[src/rtl/traffic_multi_phase.sv]
// Round-robin N-approach traffic controller with pedestrian walk interval and early green cut-off.
// Optional flashing-yellow override (flash_req input) is built when TRAFFIC_FLASH_EN is defined.
module traffic_multi_phase #(
  parameter int CLK_HZ      = 100000000,
  parameter int N_PHASES    = 2,
  parameter int T_GREEN     = 10,
  parameter int T_YELLOW    = 3,
  parameter int T_ALL_RED   = 1,
  parameter int T_PED_WALK  = 5,
  parameter int T_MIN_GREEN = 4,
  localparam int PW = (N_PHASES > 1) ? $clog2(N_PHASES) : 1
) (
  input  logic                clk,
  input  logic                rst,
  input  logic [N_PHASES-1:0] ped_btn,
`ifdef TRAFFIC_FLASH_EN
  input  logic                flash_req,
`endif
  output logic [N_PHASES-1:0] led_r,
  output logic [N_PHASES-1:0] led_y,
  output logic [N_PHASES-1:0] led_g,
  output logic [N_PHASES-1:0] ped_walk,
  output logic [7:0]          seconds_left,
  output logic [2:0]          state,
  output logic [PW-1:0]       phase
);

  localparam int CW = (CLK_HZ > 1) ? $clog2(CLK_HZ) : 1;
  localparam logic [CW-1:0] CNT_MAX    = CW'(CLK_HZ - 1);
  localparam logic [7:0]    CUT_SEC    = 8'(T_GREEN + 1 - T_MIN_GREEN);
  localparam logic [PW-1:0] LAST_PHASE = PW'(N_PHASES - 1);

  typedef enum logic [2:0] {
    S_GREEN   = 3'd0,
    S_YELLOW  = 3'd1,
    S_ALL_RED = 3'd2,
    S_PED     = 3'd3,
    S_FLASH   = 3'd4
  } state_e;

  state_e              state_q, state_d;
  logic [PW-1:0]       phase_q, phase_d;
  logic [7:0]          sec_q, sec_d;
  logic [N_PHASES-1:0] req_q, req_d;
  logic [N_PHASES-1:0] walk_q, walk_d;
  logic [N_PHASES-1:0] clr;
  logic [N_PHASES-1:0] sync1_q, sync2_q, prev_q, rise;
  logic [CW-1:0]       cnt_q;
  logic                tick;

`ifdef TRAFFIC_FLASH_EN
  logic fsync1_q, fsync2_q, blink_q, blink_d;
`endif

  assign tick = (cnt_q == CNT_MAX);
  assign rise = sync2_q & ~prev_q;

  always_ff @(posedge clk or posedge rst) begin
    if (rst) begin
      cnt_q <= '0;
    end else if (tick) begin
      cnt_q <= '0;
    end else begin
      cnt_q <= cnt_q + CW'(1);
    end
  end

  // Buttons are asynchronous: two flops for metastability, a third to find the rising edge.
  always_ff @(posedge clk or posedge rst) begin
    if (rst) begin
      sync1_q <= '0;
      sync2_q <= '0;
      prev_q  <= '0;
    end else begin
      sync1_q <= ped_btn;
      sync2_q <= sync1_q;
      prev_q  <= sync2_q;
    end
  end

`ifdef TRAFFIC_FLASH_EN
  always_ff @(posedge clk or posedge rst) begin
    if (rst) begin
      fsync1_q <= 1'b0;
      fsync2_q <= 1'b0;
      blink_q  <= 1'b0;
    end else begin
      fsync1_q <= flash_req;
      fsync2_q <= fsync1_q;
      blink_q  <= blink_d;
    end
  end
`endif

  always_ff @(posedge clk or posedge rst) begin
    if (rst) begin
      state_q <= S_ALL_RED;
      phase_q <= '0;
      sec_q   <= 8'(T_ALL_RED);
      req_q   <= '0;
      walk_q  <= '0;
    end else begin
      state_q <= state_d;
      phase_q <= phase_d;
      sec_q   <= sec_d;
      req_q   <= req_d;
      walk_q  <= walk_d;
    end
  end

  // Decisions use the registered request, so a press landing on a tick counts from the next tick.
  always_comb begin
    state_d = state_q;
    phase_d = phase_q;
    sec_d   = sec_q;
    walk_d  = walk_q;
    clr     = '0;
`ifdef TRAFFIC_FLASH_EN
    blink_d = blink_q;
    if (fsync2_q) begin
      state_d = S_FLASH;
      if (state_q != S_FLASH) begin
        blink_d = 1'b1;
        sec_d   = 8'd0;
        walk_d  = '0;
      end else if (tick) begin
        blink_d = ~blink_q;
      end
    end else if (state_q == S_FLASH) begin
      state_d = S_ALL_RED;
      sec_d   = 8'(T_ALL_RED);
    end else
`endif
    if (tick) begin
      if (sec_q > 8'd1 && !(state_q == S_GREEN && |req_q && sec_q <= CUT_SEC)) begin
        sec_d = sec_q - 8'd1;
      end else begin
        case (state_q)
          S_GREEN: begin
            state_d = S_YELLOW;
            sec_d   = 8'(T_YELLOW);
          end
          S_YELLOW: begin
            state_d = S_ALL_RED;
            sec_d   = 8'(T_ALL_RED);
            phase_d = (phase_q == LAST_PHASE) ? '0 : phase_q + PW'(1);
          end
          S_ALL_RED: begin
            if (|req_q) begin
              state_d = S_PED;
              sec_d   = 8'(T_PED_WALK);
              walk_d  = req_q;
              clr     = req_q;
            end else begin
              state_d = S_GREEN;
              sec_d   = 8'(T_GREEN);
            end
          end
          S_PED: begin
            state_d = S_GREEN;
            sec_d   = 8'(T_GREEN);
            walk_d  = '0;
          end
          default: ;
        endcase
      end
    end
    req_d = (req_q & ~clr) | rise;
  end

  always_comb begin
    led_r    = '1;
    led_y    = '0;
    led_g    = '0;
    ped_walk = '0;
    case (state_q)
      S_GREEN: begin
        led_r[phase_q] = 1'b0;
        led_g[phase_q] = 1'b1;
      end
      S_YELLOW: begin
        led_r[phase_q] = 1'b0;
        led_y[phase_q] = 1'b1;
      end
      S_PED: ped_walk = walk_q;
`ifdef TRAFFIC_FLASH_EN
      S_FLASH: begin
        led_r = '0;
        led_y = {N_PHASES{blink_q}};
      end
`endif
      default: ;
    endcase
  end

  assign seconds_left = sec_q;
  assign state        = state_q;
  assign phase        = phase_q;

endmodule

[config.mk]
export PLATFORM = sky130hd
export DESIGN_NAME = traffic_multi_phase
export DESIGN_NICKNAME = d
export VERILOG_FILES = /design/src/rtl/traffic_multi_phase.sv
export SDC_FILE = /design/constraint.sdc
export NUM_CORES = 1
export LEC_CHECK = 0
export ABC_AREA = 1
export CORE_MARGIN = 4
export CORE_UTILIZATION = 57
export CTS_BUF_LIST = sky130_fd_sc_hd__clkbuf_8
export CTS_CLUSTER_SIZE = 40
export DETAILED_ROUTE_END_ITERATION = 12
export PLACE_DENSITY_LB_ADDON = 0.1
export SLEW_MARGIN = 20
export SYNTH_ARGS = -nofsm -noshare
export SYNTH_HDL_FRONTEND = slang
export SYNTH_SLANG_ARGS = --single-unit
[constraint.sdc]
create_clock -name clk -period 2.2 [get_ports clk]
set_input_delay 0.33 -clock clk [delete_from_list [all_inputs] [get_ports clk]]
set_output_delay 0.33 -clock clk [all_outputs]
set_load 0.005 [all_outputs]
==> metrics.md <==
| Metric | Value |
|---|---|
| Die X | `80.14 um` |
| Final min period | `2.101 ns` |
| ANT cells | `0` |
| Initial core utilization | `60.79%` |
| Worst Clk Skew | `0.006772 ns` |
| Pwr Total | `0.001589 W` |
| Cell variety after synth | `27` |
| Cts bufs inserted | `5` |
| Fin util | `70.31%` |
| Final net count | `477` |
| Pins Over Slew Limit | `0` |
| Post-synth EDFFs | `0` |
| CTS clk-pin slew, worst paths | `0.09 ns` |
| DP Area | `3267 um^2` |
| Synth Area in XOR/XNOR | `3.543%` |
| Critical Path End Type | `primary output` |
| Worst vdd ir | `574.1 uV` |
| Yosys top cell area share | `38.80%` |
| Dpl ws | `0.1917 ns` |
| Vias | `2731` |
| Clock Latency Late Sink | `0.30 ns` |
| Largest net degree at the start of global routing | `49` |
| TritonCTS clock tree | `done` |
| Synth top cells by count | `132 x nand2_1, 79 x nor2_1, 65 x inv_1, 46 x dfrtp_1, 30 x nand3_1` |
| DRC | `0` |
| Number of synthesized register bits | `48` |
| Most common cell in the netlist | `nand2_1` |
| Share of post-route cells with drive strength above 1 | `8.155%` |
| Gr usage total | `22.79%` |
| Crit path DAT | `1.77 ns` |
| Clock Sinks | `48` |
| DR WL/cell | `12.44 um` |
| Die Height | `80.14 um` |
| Top post-synthesis cells by area | `dfrtp_1 39%, nand2_1 17%, nor2_1 10%` |
| Fillers | `422` |
| Final Instance Area | `3431 um^2` |
| Vias per cell | `5.124` |
| Die ar. | `6422 um^2` |
| Post-synthesis adder-cell area fraction | `3.374%` |
| Post-synthesis sequential area ratio | `40.57%` |
| Fmax | `476.0 MHz` |
| DRT iter0 DRCs | `243` |
| Leakage | `1.726 nW` |
| Syn. warnings | `0` |
| Post-synthesis simple-gate area fraction | `39.60%` |
| Main combinational cell family by area after synthesis | `simple AND/OR/NAND/NOR gates` |
| RD Place Congestion | `0.9412` |
| Tcrit/Tclk final | `95.49%` |
| Crit-path max FO | `8` |
| Synth area leader | `dfrtp_1` |
| Initial antenna violation count | `0` |
| Hold path cells | `0` |
| Cell area after synthesis | `2967 um^2` |
| Setup crit start kind | `flop` |
| I/O pin count | `24` |
| I/O Buffers | `22` |
| Total Negative Setup Slacks | `0 ns` |
| Max cap viols | `0` |
| Clock root cell | `clkbuf_8` |
| Post-synthesis async set-or-reset flop share | `100.0%` |
| Req. time, crit path | `1.87 ns` |
| Post-synth top flop | `dfrtp_1` |
| RSZ-0062 raised after global routing | `false` |
| Vias in the first global route | `2494` |
| Pwr dens | `463.3 nW/um^2` |
| Total wire length | `6632 um` |
| Gr ovfl total | `0` |
| ANT nets after route | `0` |
| H-tree Lvls | `2` |
| Hold-fix buffers, CTS | `0` |
| Worst setup margin | `0.09914 ns` |
| Final Hold Viols | `0` |
| Synthesized area per cell | `6.789 um^2` |
| Crit path kind | `reg2out` |
| Synth Net Count | `449` |
| Reg2reg path depth | `10` |
| Core area | `4880 um^2` |
| DP Wirelength | `5019 um` |
| Post-synthesis compound-gate area fraction | `2.446%` |
| First-pass GRT wire length | `11580 um` |
| Status | `completed` |
| # setup viols final | `0` |
| TritonRoute pass-1 iters | `5` |
| Layout area overhead | `15.65%` |
| Row count | `25` |
| Mapped Cells | `437` |
| CTS Buffer Depth | `2` |
| Mux cell area share after synthesis | `0%` |
| Hold Path Class | `reg2reg` |
-- where the power goes --
part	total (W)	internal, W	switching, W
Clock	0.000672	0.000372	0.000300
Sequential	0.000889	0.000887	0.00000173
Combinational	0.0000285	0.00000919	0.0000193
-- stage by stage --
| stage | cells | hold WS [ns] |
|---|---|---|
| after floorplan | 437 | 0.3312 |
| after global placement | 524 | 0.3331 |
| after detailed placement | 524 | 0.3371 |
| after CTS | 533 | 0.3588 |
| after global routing | 533 | 0.3802 |
| final | 533 | 0.3589 |
-- layout make-up --
cell class	count	area (um^2)	area share, %
Multi-Input combinational cell	314	1489	43.40
Clock buffer	6	82.58	2.407
Sequential cell	48	1205	35.12
Timing Repair Buffer	27	271.5	7.914
Tap cell	67	83.83	2.443
Inverter	69	260.3	7.586
Clock inverter	2	38.79	1.131
-- metal layers --
metal  vias to the layer above  GRT usage (%)  share of wire [%]
met2                        94          33.20                 41
met1                      1240          34.91                 51
met3                         6          4.821                6.6
met5                         -              0                  0
met4                         0          4.392               0.90
li1                       1391              -                  -
-- timing repair --
item                       CTS  global route
gates resized for setup      7             4
setup buffers                1             0
setup endpoints to repair    5            10
-- path summary, 6_finish.rpt --
kind | from | end | slack [ns]
max | state[1] | ped_walk[1] | 0.1
min | sync1_q[1] | sync2_q[1] | 0.36
max reg2reg | cnt_q[0] | seconds_left[4] | 0.22
min reg2reg | sync1_q[1] | sync2_q[1] | 0.36
max in group asynchronous | rst | seconds_left[0] | 1.53
min in group asynchronous | rst | sync1_q[0] | 0.40
-- worst max-delay path: stages, from the launching register on --
cell and delay (ns):
dfstp_2 0.57, ha_2 0.28, nand2_1 0.08, inv_1 0.06, clkdlybuf4s50_1 0.49
-- cells by family (layout without fill, tap and decap cells) --
kind of cell    after synthesis  after routing
flops                        48             48
simple gates                279            279
other cells                   1              1
xor+xnor                     12             12
compound gates               14             14
buf+inv                      75            104
fa+ha+maj                     8              8
-- cells in the final DEF, fill, tap and decap left out, types with 2 or more instances in the layout --
cell type,netlist,routed
ha_1,8,5
nand2_2,5,5
nand3_1,30,29
clkdlybuf4s50_1,0,20
o21ai_0,7,7
xor2_1,12,12
nand4_1,9,9
nor2_2,3,3
ha_4,0,2
nor2_4,2,2
dfstp_2,2,2
dfrtp_1,46,45
o21ai_1,3,3
buf_4,2,4
inv_2,3,6
nor2_1,79,79
nand2_1,132,132
clkbuf_8,0,6
inv_1,65,62
a21oi_1,3,3
nor3_1,16,16
-- state kept, by name, indices dropped and copies added, names as in the netlist --
register and count:
cnt_q 27, seconds_left 8, prev_q 2, req_q 2
state 2, sync1_q 2, sync2_q 2, walk_q 2
phase 1
No activity file was read; power rests on OpenSTA's default activity.
